[config.mk]
export PLATFORM = sky130hd
export DESIGN_NAME = ser_byte_writer
export DESIGN_NICKNAME = d
export VERILOG_FILES = /design/src/rtl/ser_pkg.sv /design/src/rtl/ser_wbuf_merge.sv /design/src/rtl/ser_byte_writer.sv
export SDC_FILE = /design/constraint.sdc
export NUM_CORES = 2
export LEC_CHECK = 0
export CAP_MARGIN = 40
export CORE_AREA = 8 8 315 317
export DETAILED_ROUTE_END_ITERATION = 6
export DIE_AREA = 0 0 323 325
export GPL_ROUTABILITY_DRIVEN = 1
export GPL_TIMING_DRIVEN = 0
export PLACE_DENSITY = 0.71
export SETUP_SLACK_MARGIN = 0.05
export SLEW_MARGIN = 15
export SYNTH_ARGS = -nofsm -noshare
export SYNTH_HDL_FRONTEND = slang
export SYNTH_SLANG_ARGS = --single-unit
[constraint.sdc]
create_clock -name clk -period 10.4 [get_ports clk]
set_clock_uncertainty 0.15 [all_clocks]
set_input_delay 2.08 -clock clk [delete_from_list [all_inputs] [get_ports clk]]
set_output_delay 2.08 -clock clk [all_outputs]
set_load 0.005 [all_outputs]
[src/rtl/ser_pkg.sv]
// ser_pkg: definitions shared by the serializer aggregate, the field-header
// logic and the byte writer. It holds the chunk and lane limits, the writer
// FSM encoding, and helpers that size a DRAM store.
package ser_pkg;
  localparam int SER_MAX_CHUNK = 10;  // varint worst case, in bytes
  localparam int SER_LANES     = 8;   // DRAM byte lanes per store
  localparam int SER_HDR_MAX   = 5;   // longest encoded field header

  typedef enum logic [2:0] {
    IDLE  = 3'd0,
    RUN   = 3'd1,
    STORE = 3'd2,
    FLUSH = 3'd3,
    DONE  = 3'd4
  } ser_wr_state_t;

  // Number of lanes the next store uses: a full store, or the remainder.
  function automatic logic [3:0] ser_lane_count(input logic [7:0] fill);
    if (fill >= 8'(SER_LANES)) begin
      ser_lane_count = 4'(SER_LANES);
    end else begin
      ser_lane_count = fill[3:0];
    end
  endfunction

  // Low-lane enable mask, (1 << cnt) - 1, built without a variable shift.
  function automatic logic [SER_LANES-1:0] ser_lane_mask(input logic [3:0] cnt);
    logic [SER_LANES-1:0] m;
    m = '0;
    for (int k = 0; k < SER_LANES; k++) begin
      if (4'(k) < cnt) begin
        m[k] = 1'b1;
      end else begin
        m[k] = 1'b0;
      end
    end
    return m;
  endfunction
endpackage

[src/rtl/ser_wbuf_merge.sv]
// ser_wbuf_merge: combinational update of the packing buffer. This is the
// only block that shifts or appends buffer bytes.
//   wbuf, fill   current buffer contents and the number of valid bytes
//   in_data      chunk bytes, byte 0 first
//   in_len       bytes to append (0 when nothing is accepted)
//   drain8       a store retires this cycle, so the low 8 bytes leave
//   next_buf     buffer after the drain and then the append
//   next_fill    valid bytes after the drain and then the append
module ser_wbuf_merge
  import ser_pkg::*;
#(
  parameter int BUF_BYTES  = 16,
  parameter int MAX_CHUNK  = SER_MAX_CHUNK,
  parameter int LANES      = SER_LANES,
  localparam int FW        = $clog2(BUF_BYTES + 1),
  localparam int IW        = $clog2(MAX_CHUNK)
) (
  input  logic [BUF_BYTES-1:0][7:0] wbuf,
  input  logic [FW-1:0]             fill,
  input  logic [MAX_CHUNK-1:0][7:0] in_data,
  input  logic [3:0]                in_len,
  input  logic                      drain8,
  output logic [BUF_BYTES-1:0][7:0] next_buf,
  output logic [FW-1:0]             next_fill
);
  logic [BUF_BYTES-1:0][7:0] shifted_s;
  logic [FW-1:0]             base_s;

  // Drain first, then append the chunk at the post-drain fill level.
  always_comb begin
    if (drain8) begin
      shifted_s = wbuf >> (8 * LANES);
      // A partial (final) store empties the buffer completely.
      if (fill >= FW'(LANES)) begin
        base_s = fill - FW'(LANES);
      end else begin
        base_s = '0;
      end
    end else begin
      shifted_s = wbuf;
      base_s    = fill;
    end
    next_buf = shifted_s;
    for (int j = 0; j < BUF_BYTES; j++) begin
      if ((FW'(j) >= base_s) && ((FW'(j) - base_s) < FW'(in_len))) begin
        next_buf[j] = in_data[IW'(FW'(j) - base_s)];
      end else begin
        next_buf[j] = shifted_s[j];
      end
    end
    next_fill = base_s + FW'(in_len);
  end
endmodule

[src/rtl/ser_byte_writer.sv]
// ser_byte_writer: packs variable-length byte chunks into a small buffer and
// drains it to DRAM in stores of up to 8 consecutive byte lanes. The result is
// the contiguous wire image starting at base_addr.
//   clk, reset        clock and synchronous active-high reset
//   start, base_addr  begin a new image at base_addr (accepted only in IDLE)
//   in_valid/in_data/in_len/in_ready   chunk handshake
//   flush, done       drain everything that is buffered; done pulses at the end
//   err               sticky flag for an over-long chunk
//   bytes_written     bytes committed to DRAM since start
//   dram_*            per-lane store port; the store completes when every
//                     enabled lane is acked in the same cycle
module ser_byte_writer
  import ser_pkg::*;
#(
  parameter int BUF_BYTES = 16,
  parameter int MAX_CHUNK = SER_MAX_CHUNK,
  parameter int LANES     = SER_LANES,
  localparam int FW       = $clog2(BUF_BYTES + 1)
) (
  input  logic                       clk,
  input  logic                       reset,
  input  logic                       start,
  input  logic [63:0]                base_addr,
  input  logic                       in_valid,
  input  logic [MAX_CHUNK-1:0][7:0]  in_data,
  input  logic [3:0]                 in_len,
  output logic                       in_ready,
  input  logic                       flush,
  output logic                       done,
  output logic                       err,
  output logic [63:0]                bytes_written,
  output logic [LANES-1:0]           dram_en,
  output logic                       dram_rdwr,
  output logic [LANES-1:0][63:0]     dram_addr,
  output logic [LANES-1:0][7:0]      dram_data_out,
  input  logic [LANES-1:0]           dram_valid
);
  ser_wr_state_t             state_r, state_n;
  logic [BUF_BYTES-1:0][7:0] wbuf_r, wbuf_n, merge_buf_s;
  logic [FW-1:0]             fill_r, fill_n, merge_fill_s;
  logic [63:0]               wr_ptr_r, wr_ptr_n, bw_n;
  logic [3:0]                store_cnt_r, store_cnt_n, issue_cnt_s;
  logic                      flush_pend_r, flush_pend_n;
  logic                      err_n, done_n, in_ready_n, rdwr_n;
  logic [LANES-1:0]          en_n;
  logic [LANES-1:0][63:0]    addr_n;
  logic [LANES-1:0][7:0]     data_n;
  logic                      issue_s, clr_buf_s;
  logic                      accept_s, bad_len_s, complete_s, drain_s;
  logic [3:0]                app_len_s;

  assign accept_s   = in_valid && in_ready && ((state_r == RUN) || (state_r == STORE));
  assign bad_len_s  = accept_s && (in_len > 4'(MAX_CHUNK));
  assign app_len_s  = (accept_s && !bad_len_s) ? in_len : 4'd0;
  assign complete_s = (dram_en != '0) && ((dram_valid & dram_en) == dram_en);
  assign drain_s    = complete_s && ((state_r == STORE) || (state_r == FLUSH));

  ser_wbuf_merge #(
    .BUF_BYTES (BUF_BYTES),
    .MAX_CHUNK (MAX_CHUNK),
    .LANES     (LANES)
  ) u_merge (
    .wbuf      (wbuf_r),
    .fill      (fill_r),
    .in_data   (in_data),
    .in_len    (app_len_s),
    .drain8    (drain_s),
    .next_buf  (merge_buf_s),
    .next_fill (merge_fill_s)
  );

  // Next-state and next-output logic for the writer FSM.
  always_comb begin
    state_n      = state_r;
    wr_ptr_n     = wr_ptr_r;
    bw_n         = bytes_written;
    err_n        = err | bad_len_s;
    flush_pend_n = flush_pend_r;
    store_cnt_n  = store_cnt_r;
    clr_buf_s    = 1'b0;
    issue_s      = 1'b0;
    issue_cnt_s  = 4'd0;
    case (state_r)
      IDLE: begin
        if (start) begin
          state_n      = RUN;
          wr_ptr_n     = base_addr;
          bw_n         = 64'd0;
          err_n        = 1'b0;
          flush_pend_n = 1'b0;
          clr_buf_s    = 1'b1;
        end else begin
          state_n = IDLE;
        end
      end
      RUN: begin
        if (fill_r >= FW'(LANES)) begin
          issue_s      = 1'b1;
          issue_cnt_s  = 4'(LANES);
          state_n      = STORE;
          flush_pend_n = flush_pend_r | flush;
        end else if (flush || flush_pend_r) begin
          state_n      = FLUSH;
          flush_pend_n = 1'b0;
        end else begin
          state_n = RUN;
        end
      end
      STORE: begin
        // A flush seen mid-store waits until the store retires.
        flush_pend_n = flush_pend_r | flush;
        if (complete_s) begin
          state_n = RUN;
        end else begin
          state_n = STORE;
        end
      end
      FLUSH: begin
        if (dram_en != '0) begin
          if (complete_s) begin
            // Nothing is appended during FLUSH, so fill <= 8 means the buffer is now empty.
            if (fill_r <= FW'(LANES)) begin
              state_n = DONE;
            end else begin
              state_n = FLUSH;
            end
          end else begin
            state_n = FLUSH;
          end
        end else if (fill_r == '0) begin
          state_n = DONE;
        end else begin
          issue_s     = 1'b1;
          issue_cnt_s = ser_lane_count(8'(fill_r));
          state_n     = FLUSH;
        end
      end
      DONE: begin
        state_n = IDLE;
      end
      default: begin
        state_n = IDLE;
      end
    endcase

    if (drain_s) begin
      wr_ptr_n = wr_ptr_r + 64'(store_cnt_r);
      bw_n     = bytes_written + 64'(store_cnt_r);
    end else begin
      wr_ptr_n = wr_ptr_n;
      bw_n     = bw_n;
    end

    en_n   = dram_en;
    addr_n = dram_addr;
    data_n = dram_data_out;
    if (issue_s) begin
      store_cnt_n = issue_cnt_s;
      en_n        = ser_lane_mask(issue_cnt_s);
      for (int k = 0; k < LANES; k++) begin
        if (4'(k) < issue_cnt_s) begin
          addr_n[k] = wr_ptr_r + 64'(k);
          data_n[k] = wbuf_r[k];
        end else begin
          addr_n[k] = 64'd0;
          data_n[k] = 8'h00;
        end
      end
    end else if (drain_s) begin
      en_n   = '0;
      addr_n = '0;
      data_n = '0;
    end else begin
      store_cnt_n = store_cnt_r;
    end

    if (clr_buf_s) begin
      wbuf_n = '0;
      fill_n = '0;
    end else begin
      wbuf_n = merge_buf_s;
      fill_n = merge_fill_s;
    end

    rdwr_n     = (en_n != '0);
    done_n     = (state_n == DONE);
    // Register the room check so in_ready reflects the fill level of the cycle it is seen in.
    in_ready_n = ((state_n == RUN) || (state_n == STORE)) &&
                 ((int'(fill_n) + MAX_CHUNK) <= BUF_BYTES);
  end

  // State and output registers with synchronous reset.
  always_ff @(posedge clk) begin
    if (reset) begin
      state_r       <= IDLE;
      wbuf_r        <= '0;
      fill_r        <= '0;
      wr_ptr_r      <= 64'd0;
      store_cnt_r   <= 4'd0;
      flush_pend_r  <= 1'b0;
      in_ready      <= 1'b0;
      done          <= 1'b0;
      err           <= 1'b0;
      bytes_written <= 64'd0;
      dram_en       <= '0;
      dram_rdwr     <= 1'b0;
      dram_addr     <= '0;
      dram_data_out <= '0;
    end else begin
      state_r       <= state_n;
      wbuf_r        <= wbuf_n;
      fill_r        <= fill_n;
      wr_ptr_r      <= wr_ptr_n;
      store_cnt_r   <= store_cnt_n;
      flush_pend_r  <= flush_pend_n;
      in_ready      <= in_ready_n;
      done          <= done_n;
      err           <= err_n;
      bytes_written <= bw_n;
      dram_en       <= en_n;
      dram_rdwr     <= rdwr_n;
      dram_addr     <= addr_n;
      dram_data_out <= data_n;
    end
  end
endmodule

==> implementation parameters <==
Parameter                              Value

Timing
  Final max-slew violation count    0
  Slew HR    30.4%
  Final period utilization    about three quarters
  Slew at the pin closest to its max-slew limit    about 1000 ps
  Minimum period implied by the final worst setup slack    between 7000 and 8000 ps
  RSZ-0062 raised after global routing    false
  Hold Violations, Final    0
  Final critical-path setup slack    2590 ps
  Maximum clock frequency    128 MHz
  Final count of negative-setup-slack endpoints    0
  Setup total negative slack    0 ps

Global routing
  Initial antenna violation count    24
  Pin count of the biggest net entering global routing    17
  Number of global-route vias before repair    just under 50000
  Global routing usage summed across all routing layers    approximately half
  First-pass GRT wire length    roughly 380000 microns
  Congestion Overflow GR    0

Clock network
  Number of buffers inserted by hold repair at cts    0
  Post-CTS Resized    0
  Number of clock sinks    about 860
  Clock buffer count from CTS    94
  Post-CTS Setup Repair Bufs    0
  Cell at the root of the clock tree    sky130_fd_sc_hd__clkbuf_16
  Clock tree buffer depth    3
  Clock latency of the later-clocked register in the worst-skew pair    roughly 730 ps
  Clock slew seen by the registers of the worst setup and hold paths    roughly 60 ps
  H-tree depth    3
  TritonCTS clock tree    done

Die
  Core Box Area    0.0942 sq mm
  Die boundary height    roughly 330 microns
  Width of the chip    about 320 microns
  Number of top-level pins    813
  Number of rows in the core area    113
  Area enclosed by the die boundary    about 0.10 sq mm
  Starting density of the core    between 40% and 50%

Synth
  Post-synth EDFFs    0
  Share of the yosys chip area belonging to registers    a little under two fifths
  Share of synthesized flip-flops with an asynchronous set or reset    0%
  Prevailing post-synth register cell    sky130_fd_sc_hd__dfxtp_1
  Synthesis-stage register bit count    approximately 860
  Count of mapped cells out of synthesis    5525
  Count of distinct cell types in the synthesized netlist    90
  Cell taking the most area after synthesis    sky130_fd_sc_hd__dfxtp_1
  Ranking of synthesized cells by area    sky130_fd_sc_hd__dfxtp_1 38%, sky130_fd_sc_hd__a22oi_1 9.5%, sky130_fd_sc_hd__nor2_1 8.3%, sky130_fd_sc_hd__xnor2_1 4.5%, sky130_fd_sc_hd__xor2_1 4.1%
  Syn nets    roughly 5800
  Fraction of synthesized cell area taken by the top area cell type    between 30% and 40%
  Mapped cell area    approximately 0.045 sq mm
  Synthesized area divided by synthesized cell count    between 8 and 9 sq um
  Synth Warn #    0

Cells and area
  Area growth, synth to finish    33.4%
  Net count reported at finish    6867
  Final cell count without fillers    around 8000
  Share of cells above drive strength 1    between 8 and 9%

Job
  Max-capacitance violation count    0

Routing
  Number of iterations in the first detailed-routing pass    7
  Antenna violation net count after detailed routing    0
  Post-detailed-routing wire length    280000 microns
  DRC marker count from the first detailed-route iteration    around 8700
  Via count    approximately 53000
  DR vias/cell    between 6 and 7
  Post-detailed-route DRC marker count    9
  Final routed wire length divided by cell count    between 30 and 40 microns

Worst setup path
  Worst Reg2Reg Path Length in Cells    20
  Last element of the critical path    wbuf_r[55]
  R2r startpoint    dram_en[0]
  Critical path start-end classification    input port to register
  FF-to-FF End    wbuf_r[55]
  Critical Path Sink Type    register
  Flop2flop setup slack    3770 ps
  Data arrival time of the worst path    slightly above 8000 ps
  Largest fanout on the critical path    14
  Required time of the critical path    roughly 11000 ps
  Beginning of the critical path    dram_valid[6]
  Critical path launch point type    input port

Min path
  Hold WC Path Type    register to register
  Hold_sp    dram_addr[74]

Placed design
  Cell count after placement    slightly below 8000
  Number of input and output port buffers inserted    812
  Half-perimeter wire length after placement    about 220000 microns
  Routability Congestion    ~1.1
  Worst setup slack before clock tree synthesis    1570 ps

Power
  Ratio of total power to cell area    about 130 mW/mm^2
  Standby leakage power    between 20 and 25 nW
  Worst VDD drop    approximately 120 uV

Outcome
  Violations in the final reports    DRC
  Outcome    finished, violations left
==> worst min path at each step <==
stage | endpoint | slack, ps | depth (start not counted)
finish | dram_addr[74] | 310 | 2
global route | wbuf_r[65] | 340 | 1
CTS | wbuf_r[66] | 310 | 1
detailed placement | wbuf_r[65] | 300 | 1
global placement | dram_addr[82] | 290 | 2
floorplan | wbuf_r[121] | 270 | 2
==> cell families after synthesis <==
logic type	Yosys count	synth area share (%)
AO/OA/AOI/OAI	1293	19.9
XOR/XNOR	452	8.85
adder cells (fa/ha/maj)	73	2.07
buffers and inverters	540	4.70
flip-flops	857	37.9
multiplexers	221	6.17
AND/OR/NAND/NOR	2089	20.4
==> cell usage after synthesis, drive strengths merged (7+ instances only) <==
master   count
nor2b       20
a21oi      289
o21bai       9
a22oi      575
inv         69
xnor2      240
a31o         7
o211ai      52
nor2       997
a21o        20
mux2i      123
mux4        32
or2         20
a221oi      32
o22ai        7
a2111oi     11
a2bb2oi     11
and2        27
nor4        49
a31oi       27
a311oi      11
nor3       124
o2bb2ai      9
mux2        66
nand2      487
o21ai       87
a211oi      84
nand2b      13
or4         10
dfxtp      857
ha          70
and3        32
xor2       212
clkbuf     390
buf         76
nand4       69
o311a       14
nand3      145
a22o         7
and4        27
o21a         7
nand3b       7
or3         46
==> metal layers <==
metal,GRT usage [%],part of all wire (%),up-vias
li1,-,-,21900
met5,0.0945,0.023,-
met1,55.1,33,25100
met4,49.0,13,10
met3,18.1,13,1518
met2,74.6,41,4705
==> where the power goes <==
part	internal, mW	total (mW)	switching [mW]
logic	0.373	1.16	0.783
clock network	1.95	3.46	1.51
registers	3.33	3.38	0.0496
==> layout by cell type (no fill, tap or decap), drive strengths merged, types with 22 or more instances in the layout <==
cell           instances
nor2                 997
dfxtp                857
clkdlybuf4s50        812
a22oi                575
clkbuf               526
nand2                487
a21oi                289
buf                  271
xnor2                240
xor2                 212
nand3                145
nor3                 124
mux2i                123
o21ai                 87
a211oi                84
inv                   74
ha                    70
nand4                 69
mux2                  66
o211ai                52
nor4                  49
or3                   46
and3                  32
mux4                  32
a221oi                32
and4                  27
a31oi                 27
and2                  27
diode                 22
clkinv                22
==> worst max-delay path: stages <==
cell and delay, ps:
sky130_fd_sc_hd__clkdlybuf4s50_1 550, sky130_fd_sc_hd__nor2b_1 90, sky130_fd_sc_hd__or4_4 610, sky130_fd_sc_hd__nor4_4 290, sky130_fd_sc_hd__buf_6 220, sky130_fd_sc_hd__a21oi_2 210, sky130_fd_sc_hd__clkbuf_1 260, sky130_fd_sc_hd__buf_6 210
sky130_fd_sc_hd__ha_1 290, sky130_fd_sc_hd__o211ai_1 220, sky130_fd_sc_hd__nand2_1 160, sky130_fd_sc_hd__xnor2_2 670, sky130_fd_sc_hd__buf_2 470, sky130_fd_sc_hd__inv_1 80, sky130_fd_sc_hd__ha_1 270, sky130_fd_sc_hd__a21o_1 170
sky130_fd_sc_hd__a211oi_1 540, sky130_fd_sc_hd__buf_2 290, sky130_fd_sc_hd__buf_2 250, sky130_fd_sc_hd__o21ai_0 120, sky130_fd_sc_hd__a21oi_1 190
==> area by class of cell <==
cell class                      instances  area [sq um]
Inverter                               74           278
Buffer                                466          1850
Tap cell                             1265          1580
Timing Repair Buffer                 1012         10200
Sequential cell                       857         17200
Clock buffer                          133          2710
Fill cell                            8342         33800
Multi-Input combinational cell       4128         26100
Clock inverter                         31           368
Antenna cell                           22          55.1
==> state kept, by name, summed over array words and instances (netlist names), 3 cells and up <==
name	cells
state_r	3
wr_ptr_r	64
wbuf_r	128
dram_addr	512
fill_r	5
store_cnt_r	4
bytes_written	64
dram_data_out	64
dram_en	8
==> per-stage QoR <==
| step | power, mW | instance area [sq um] | util, % | hold WS, ps |
|---|---|---|---|---|
| 6_report | 7.99 | 60400 | 64.1 | 313 |
| 5_1_grt | 8.09 | 60300 | 64.0 | 335 |
| 4_1_cts | 7.86 | 59900 | 63.6 | 314 |
| 3_5_place_dp | 4.51 | 56800 | 60.4 | 297 |
| 3_3_place_gp | 4.43 | 54900 | 58.3 | 293 |
| 2_1_floorplan | 3.96 | 45200 | - | 275 |
Power figures use the tool's default switching activity.
